**src/rtl/lc3b_bus_pkg.sv**
```systemverilog
// Shared constants, source indices and arbiter state type for the LC-3b internal bus.
package lc3b_bus_pkg;

  localparam int NUM_SRC = 8;
  localparam int SEL_W   = 3;

  localparam logic [SEL_W-1:0] SRC_PC     = 3'd0;
  localparam logic [SEL_W-1:0] SRC_ALU    = 3'd1;
  localparam logic [SEL_W-1:0] SRC_SHF    = 3'd2;
  localparam logic [SEL_W-1:0] SRC_MDR    = 3'd3;
  localparam logic [SEL_W-1:0] SRC_MARMUX = 3'd4;
  localparam logic [SEL_W-1:0] SRC_SPARE5 = 3'd5;
  localparam logic [SEL_W-1:0] SRC_SPARE6 = 3'd6;
  localparam logic [SEL_W-1:0] SRC_SPARE7 = 3'd7;

  typedef enum logic {
    ARB_IDLE = 1'b0,
    ARB_BUSY = 1'b1
  } arb_state_e;

endpackage

```
**src/rtl/lc3b_bus_arbiter_if.sv**
```systemverilog
// Request/grant bundle between bus drivers and the arbiter, plus arbiter state for observation.
interface lc3b_bus_arbiter_if;
  import lc3b_bus_pkg::*;

  // req is a level held for the whole transfer; grant/sel are registered and
  // change only on clk edges, so a driver owns the bus for every cycle grant[i]=1.
  logic [NUM_SRC-1:0] req;
  logic [NUM_SRC-1:0] grant;
  logic [SEL_W-1:0]   sel;
  logic               bus_valid;
  logic               preempt;
  arb_state_e         state_dbg;

  modport master (
    output req,
    input  grant, sel, bus_valid, preempt, state_dbg
  );

  modport slave (
    input  req,
    output grant, sel, bus_valid, preempt, state_dbg
  );

endinterface

```
**src/rtl/lc3b_bus_arbiter_rr_pick8.sv**
```systemverilog
// Rotating-priority encoder: first set req bit searching start, start+1, ... (mod 8).
module rr_pick8
  import lc3b_bus_pkg::*;
(
  input  logic [NUM_SRC-1:0] req,
  input  logic [SEL_W-1:0]   start,
  output logic               found,
  output logic [SEL_W-1:0]   idx
);

  logic [SEL_W-1:0] pos;

  // Walk from the farthest offset back to start so the nearest hit overwrites.
  always_comb begin
    found = 1'b0;
    idx   = '0;
    pos   = '0;
    for (int i = NUM_SRC - 1; i >= 0; i--) begin
      pos = start + SEL_W'(i);
      if (req[pos]) begin
        found = 1'b1;
        idx   = pos;
      end
    end
  end

endmodule

```
**src/rtl/lc3b_bus_arbiter.sv**
```systemverilog
// Round-robin owner of the LC-3b internal bus mux select.
// Optional tenure limit with forced rotation: define BUS_ARB_TIMEOUT_EN.
module lc3b_bus_arbiter
  import lc3b_bus_pkg::*;
#(
  parameter int NUM_SRC    = 8,
  parameter int MAX_TENURE = 16
) (
  input  logic                clk,
  input  logic                rst_n,
  lc3b_bus_arbiter_if.slave   bus
);

  arb_state_e         state;
  logic [NUM_SRC-1:0] grant_q;
  logic [SEL_W-1:0]   sel_q;
  logic [SEL_W-1:0]   last_q;
  logic               pick_found;
  logic [SEL_W-1:0]   pick_idx;
  logic               unused_cfg;

  assign unused_cfg = (MAX_TENURE >= 2);

  // last always equals the current holder while busy, so one search from
  // last+1 serves idle entry, release hand-off and preemption alike.
  rr_pick8 u_pick (
    .req   (bus.req),
    .start (last_q + SEL_W'(1)),
    .found (pick_found),
    .idx   (pick_idx)
  );

`ifdef BUS_ARB_TIMEOUT_EN
  localparam int TW = (MAX_TENURE > 2) ? $clog2(MAX_TENURE) : 1;
  localparam logic [TW-1:0] TEN_MAX = TW'(MAX_TENURE - 1);

  logic [TW-1:0] tenure;
  logic          preempt_q;

  always_ff @(posedge clk or negedge rst_n) begin
    if (!rst_n) begin
      state     <= ARB_IDLE;
      grant_q   <= '0;
      sel_q     <= SRC_PC;
      last_q    <= SRC_SPARE7;
      tenure    <= '0;
      preempt_q <= 1'b0;
    end else begin
      preempt_q <= 1'b0;
      case (state)
        ARB_IDLE: begin
          if (pick_found) begin
            state   <= ARB_BUSY;
            grant_q <= NUM_SRC'(1) << pick_idx;
            sel_q   <= pick_idx;
            last_q  <= pick_idx;
            tenure  <= '0;
          end
        end
        ARB_BUSY: begin
          if (!bus.req[sel_q]) begin
            if (pick_found) begin
              grant_q <= NUM_SRC'(1) << pick_idx;
              sel_q   <= pick_idx;
              last_q  <= pick_idx;
              tenure  <= '0;
            end else begin
              state   <= ARB_IDLE;
              grant_q <= '0;
            end
          end else if (tenure == TEN_MAX && pick_found && pick_idx != sel_q) begin
            // Holder overstayed while someone else waits: hand over now.
            grant_q   <= NUM_SRC'(1) << pick_idx;
            sel_q     <= pick_idx;
            last_q    <= pick_idx;
            tenure    <= '0;
            preempt_q <= 1'b1;
          end else if (tenure != TEN_MAX) begin
            tenure <= tenure + TW'(1);
          end
        end
        default: state <= ARB_IDLE;
      endcase
    end
  end

  assign bus.preempt = preempt_q;
`else
  always_ff @(posedge clk or negedge rst_n) begin
    if (!rst_n) begin
      state   <= ARB_IDLE;
      grant_q <= '0;
      sel_q   <= SRC_PC;
      last_q  <= SRC_SPARE7;
    end else begin
      case (state)
        ARB_IDLE: begin
          if (pick_found) begin
            state   <= ARB_BUSY;
            grant_q <= NUM_SRC'(1) << pick_idx;
            sel_q   <= pick_idx;
            last_q  <= pick_idx;
          end
        end
        ARB_BUSY: begin
          // Locked until the holder drops req; sel is left alone on idle.
          if (!bus.req[sel_q]) begin
            if (pick_found) begin
              grant_q <= NUM_SRC'(1) << pick_idx;
              sel_q   <= pick_idx;
              last_q  <= pick_idx;
            end else begin
              state   <= ARB_IDLE;
              grant_q <= '0;
            end
          end
        end
        default: state <= ARB_IDLE;
      endcase
    end
  end

  assign bus.preempt = 1'b0;
`endif

  assign bus.grant     = grant_q;
  assign bus.sel       = sel_q;
  assign bus.bus_valid = |grant_q;
  assign bus.state_dbg = state;

endmodule

```
**src/flat_wrapper.sv**
```systemverilog
// flat-port wrapper written by rule: the top's interface ports become plain ports
module lc3b_bus_arbiter_flat import lc3b_bus_pkg::*;
#(
  parameter int NUM_SRC    = 8,
  parameter int MAX_TENURE = 16
)
  (clk, rst_n, bus_req, bus_grant, bus_sel, bus_bus_valid, bus_preempt, bus_state_dbg);
  lc3b_bus_arbiter_if bus_i ();
  input  logic clk;
  input  logic rst_n;
  input wire logic [$bits(bus_i.req)-1:0] bus_req;
  output wire logic [$bits(bus_i.grant)-1:0] bus_grant;
  output wire logic [$bits(bus_i.sel)-1:0] bus_sel;
  output wire logic [$bits(bus_i.bus_valid)-1:0] bus_bus_valid;
  output wire logic [$bits(bus_i.preempt)-1:0] bus_preempt;
  output wire logic [$bits(bus_i.state_dbg)-1:0] bus_state_dbg;
  assign bus_i.req = bus_req;
  assign bus_grant = bus_i.grant;
  assign bus_sel = bus_i.sel;
  assign bus_bus_valid = bus_i.bus_valid;
  assign bus_preempt = bus_i.preempt;
  assign bus_state_dbg = bus_i.state_dbg;
  lc3b_bus_arbiter #(.NUM_SRC(NUM_SRC), .MAX_TENURE(MAX_TENURE)) u_core (.clk(clk), .rst_n(rst_n), .bus(bus_i));
endmodule
```
**config.mk**
```make
export PLATFORM = sky130hd
export DESIGN_NAME = lc3b_bus_arbiter_flat
export DESIGN_NICKNAME = d
export VERILOG_FILES = /design/src/rtl/lc3b_bus_pkg.sv /design/src/rtl/lc3b_bus_arbiter_if.sv /design/src/rtl/lc3b_bus_arbiter_rr_pick8.sv /design/src/rtl/lc3b_bus_arbiter.sv /design/src/flat_wrapper.sv
export SDC_FILE = /design/constraint.sdc
export NUM_CORES = 1
export LEC_CHECK = 0
export CORE_ASPECT_RATIO = 1.25
export CORE_MARGIN = 10
export CORE_UTILIZATION = 40
export CTS_BUF_LIST = sky130_fd_sc_hd__clkbuf_2
export DETAILED_ROUTE_END_ITERATION = 6
export GPL_TIMING_DRIVEN = 0
export HOLD_SLACK_MARGIN = 0.06
export PLACE_DENSITY = 0.58
export SYNTH_ARGS = -nofsm -noshare
export SYNTH_HDL_FRONTEND = slang
export SYNTH_SLANG_ARGS = --single-unit
```
**constraint.sdc**
```tcl
create_clock -name clk -period 6.8 [get_ports clk]
set_clock_uncertainty 0.1 [all_clocks]
set_input_delay 1.36 -clock clk [delete_from_list [all_inputs] [get_ports clk]]
set_output_delay 1.36 -clock clk [all_outputs]
set_load 0.1 [all_outputs]
```
==> flow_metrics.tcl <==
set metrics [dict create \
    cts_buffers 3 \
    nets 210 \
    critPathMaxFanout 10 \
    n_antenna_cell 0 \
    clock_latency_ps 280 \
    drive_above_1_share_pct 22.3 \
    grt_max_degree 16 \
    ctsLongestPathBuffers 2 \
    synthArstFlopShare_pct 100 \
    die_h_um 94.3 \
    wl_um 5060 \
    cts_tree "built" \
    worst_setup_path_end_kind "register" \
    yosysWarnings 0 \
    area_delta_synth_final_pct 17.0 \
    slew_viol_final 0 \
    post_cts_resized 0 \
    r2r-start "u_core.last_q[0]" \
    nFillCells 431 \
    cts_max_level 1 \
    use_met1_pct 15.8 \
    tns_ps 0 \
    top_usage_layer "met2" \
    clk_pin_slew_worst_paths_ps 140 \
    antenna_found_initial 0 \
    yosysSeqAreaShare_pct 21.5 \
    post-route-drc-count 0 \
    grt_use_met3_pct 2.20 \
    r2r-end "u_core.bus.grant[4]" \
    met2_usage_pct 25.7 \
    fin_crit_ps 4230 \
    arrival_ps 4340 \
    dp_cells 249 \
    wl_per_cell_um 20.0 \
    crit_required_ps 6920 \
    ys_types 58 \
    synth_nets 184 \
    final_hold_viol_count 0 \
    final_util_pct 49.6 \
    fmax_mhz 237 \
    setup_viol 0 \
    port-buffer-count 21 \
    grt_usage_pct 13.8 \
    rr_worst_depth 12 \
    grt_pass1_vias 1625 \
    cts.sinks 15 \
    worst_slew_pin_slew_ps 1010 \
    grt_pass1_wl_um 8470 \
    drtPass1Iterations 4 \
    startpoint "bus_req[5]" \
    overflow 0 \
    vias 1582 \
    drtIter0Drc 127 \
    relSlewSlack_pct 32.8 \
    fin_crit_sh_pct 62.1 \
    ff2ff_setup_slack_ps 2760 \
    fp-row-count 26 \
    path_class "in -> reg" \
    hold_buffers 0 \
    synth-edff-count 0 \
    initial_utilization_pct 42.4 \
    synth_area_um2 1770 \
    crit_end "u_core.bus.grant[4]" \
    hpwlAfterDp_um 3960 \
    root_buffer "clkbuf_2" \
    routabilityCongestion 0.940 \
    avgSynthCellArea_um2 10.3 \
    instances_no_fill 253 \
    core_area_um2 4160 \
    vias_per_cell 6.25 \
    maxCapViolations 0 \
    die_w_um 79.4 \
    antenna_left 0 \
    dominantRegCellSynth "dfrtp_1" \
    die_area_um2 7490 \
    io_pins 24 \
    syn_inst 172 \
    run_status "finished, final reports clean" \
    rsz0062_at_grt "no" \
    startpoint_type "primary input" \
    cts_post_setup_buffers_inserted 0 \
    hold_path_class "reg -> reg" \
    ys_ff_latch 15 \
]
layout make-up:
class	instances	area (um2)	area share, %
Sequential cell	15	379	18.3
Inverter	2	7.51	0.363
Timing Repair Buffer	21	210	10.2
Clock buffer	3	15.0	0.726
Multi-Input combinational cell	139	1280	62.0
Buffer	16	97.6	4.72
Clock inverter	1	5.00	0.242
Tap cell	56	70.1	3.39
per-layer routing:
metal	routed length [um]	vias to the layer above
met5	0	-
met1	2010	799
met4	78	0
met2	2720	44
li1	-	731
met3	252	8
worst min-delay path by stage:
stage	start	to	cells after the start	slack (ps)
floorplan	u_core.last_q[1]	u_core.last_q[1]	1	520
global placement	u_core.bus.grant[5]	u_core.bus.grant[5]	1	410
detailed placement	u_core.bus.grant[0]	u_core.bus.grant[0]	1	420
CTS	u_core.bus.grant[6]	u_core.bus.grant[6]	1	450
global route	u_core.bus.grant[5]	u_core.bus.grant[5]	1	480
finish	u_core.bus.grant[6]	u_core.bus.grant[6]	1	450
worst max-delay path, cell delays in order:
cell             delay [ps]
clkdlybuf4s50_1         470
clkbuf_1                360
mux2i_1                 190
mux4_2                  550
and2_1                  180
a41o_1                  240
a311o_1                 310
o211ai_1                430
a32o_1                  250
cells by family (layout without fill, tap and decap cells):
kind of cell             count (synthesis)  count (layout)  share of synthesized area, %
XOR/XNOR                                 7               7                          5.52
AND/OR/NAND/NOR                         51              51                          14.7
other                                    1               1                         0.212
flip-flops                              15              15                          21.5
adder cells (fa/ha/maj)                  2               2                          1.42
AO/OA/AOI/OAI                           43              43                          19.1
buffers and inverters                   18              43                          5.95
multiplexers                            35              35                          31.7
cells in the final DEF, fill, tap and decap left out, drive strengths merged, types with 3 or more instances in the layout:
cell type,count
and3,3
mux2,13
dfstp,3
a21oi,7
nor2,18
buf,8
nand2b,3
nand2,10
xnor2,3
nor4,3
a221oi,4
and2,4
mux2i,9
dfrtp,12
clkdlybuf4s50,21
o21ai,6
clkbuf,11
mux4,13
a32o,8
through the flow:
step                worst slack [ps]  hold slack (ps)  instance area [um2]
floorplan                       3100              522                 1770
global placement                2410              409                 2050
detailed placement              2360              416                 2050
CTS                             2640              454                 2070
global route                    2470              475                 2070
finish                          2570              452                 2070
registers in the layout, indices dropped and copies added, names as in the netlist:
signal / cells
u_core.bus.grant: 8
u_core.last_q: 3
u_core.bus.sel: 3
u_core.bus.state_dbg: 1
cell usage after synthesis (all sizes together), types with 2 or more instances:
cell type	number	area share (%)
nor2	18	3.8
mux2	13	8.9
mux4	13	17
dfrtp	12	17
nand2	10	2.1
mux2i	9	5.8
a32o	8	4.5
buf	8	3.8
clkbuf	8	1.7
a21oi	7	2.0
o21ai	6	1.7
a221oi	4	2.0
and2	4	1.4
and3	3	1.1
dfstp	3	4.5
nand2b	3	1.5
nor4	3	1.1
xnor2	3	1.9
a22oi	2	0.85
ha	2	1.4
nand3	2	0.57
o31ai	2	0.85
xor2	2	0.99
Power is not shown: default switching activity piles up to over one toggle a cycle in this logic, so the estimate is an artifact.
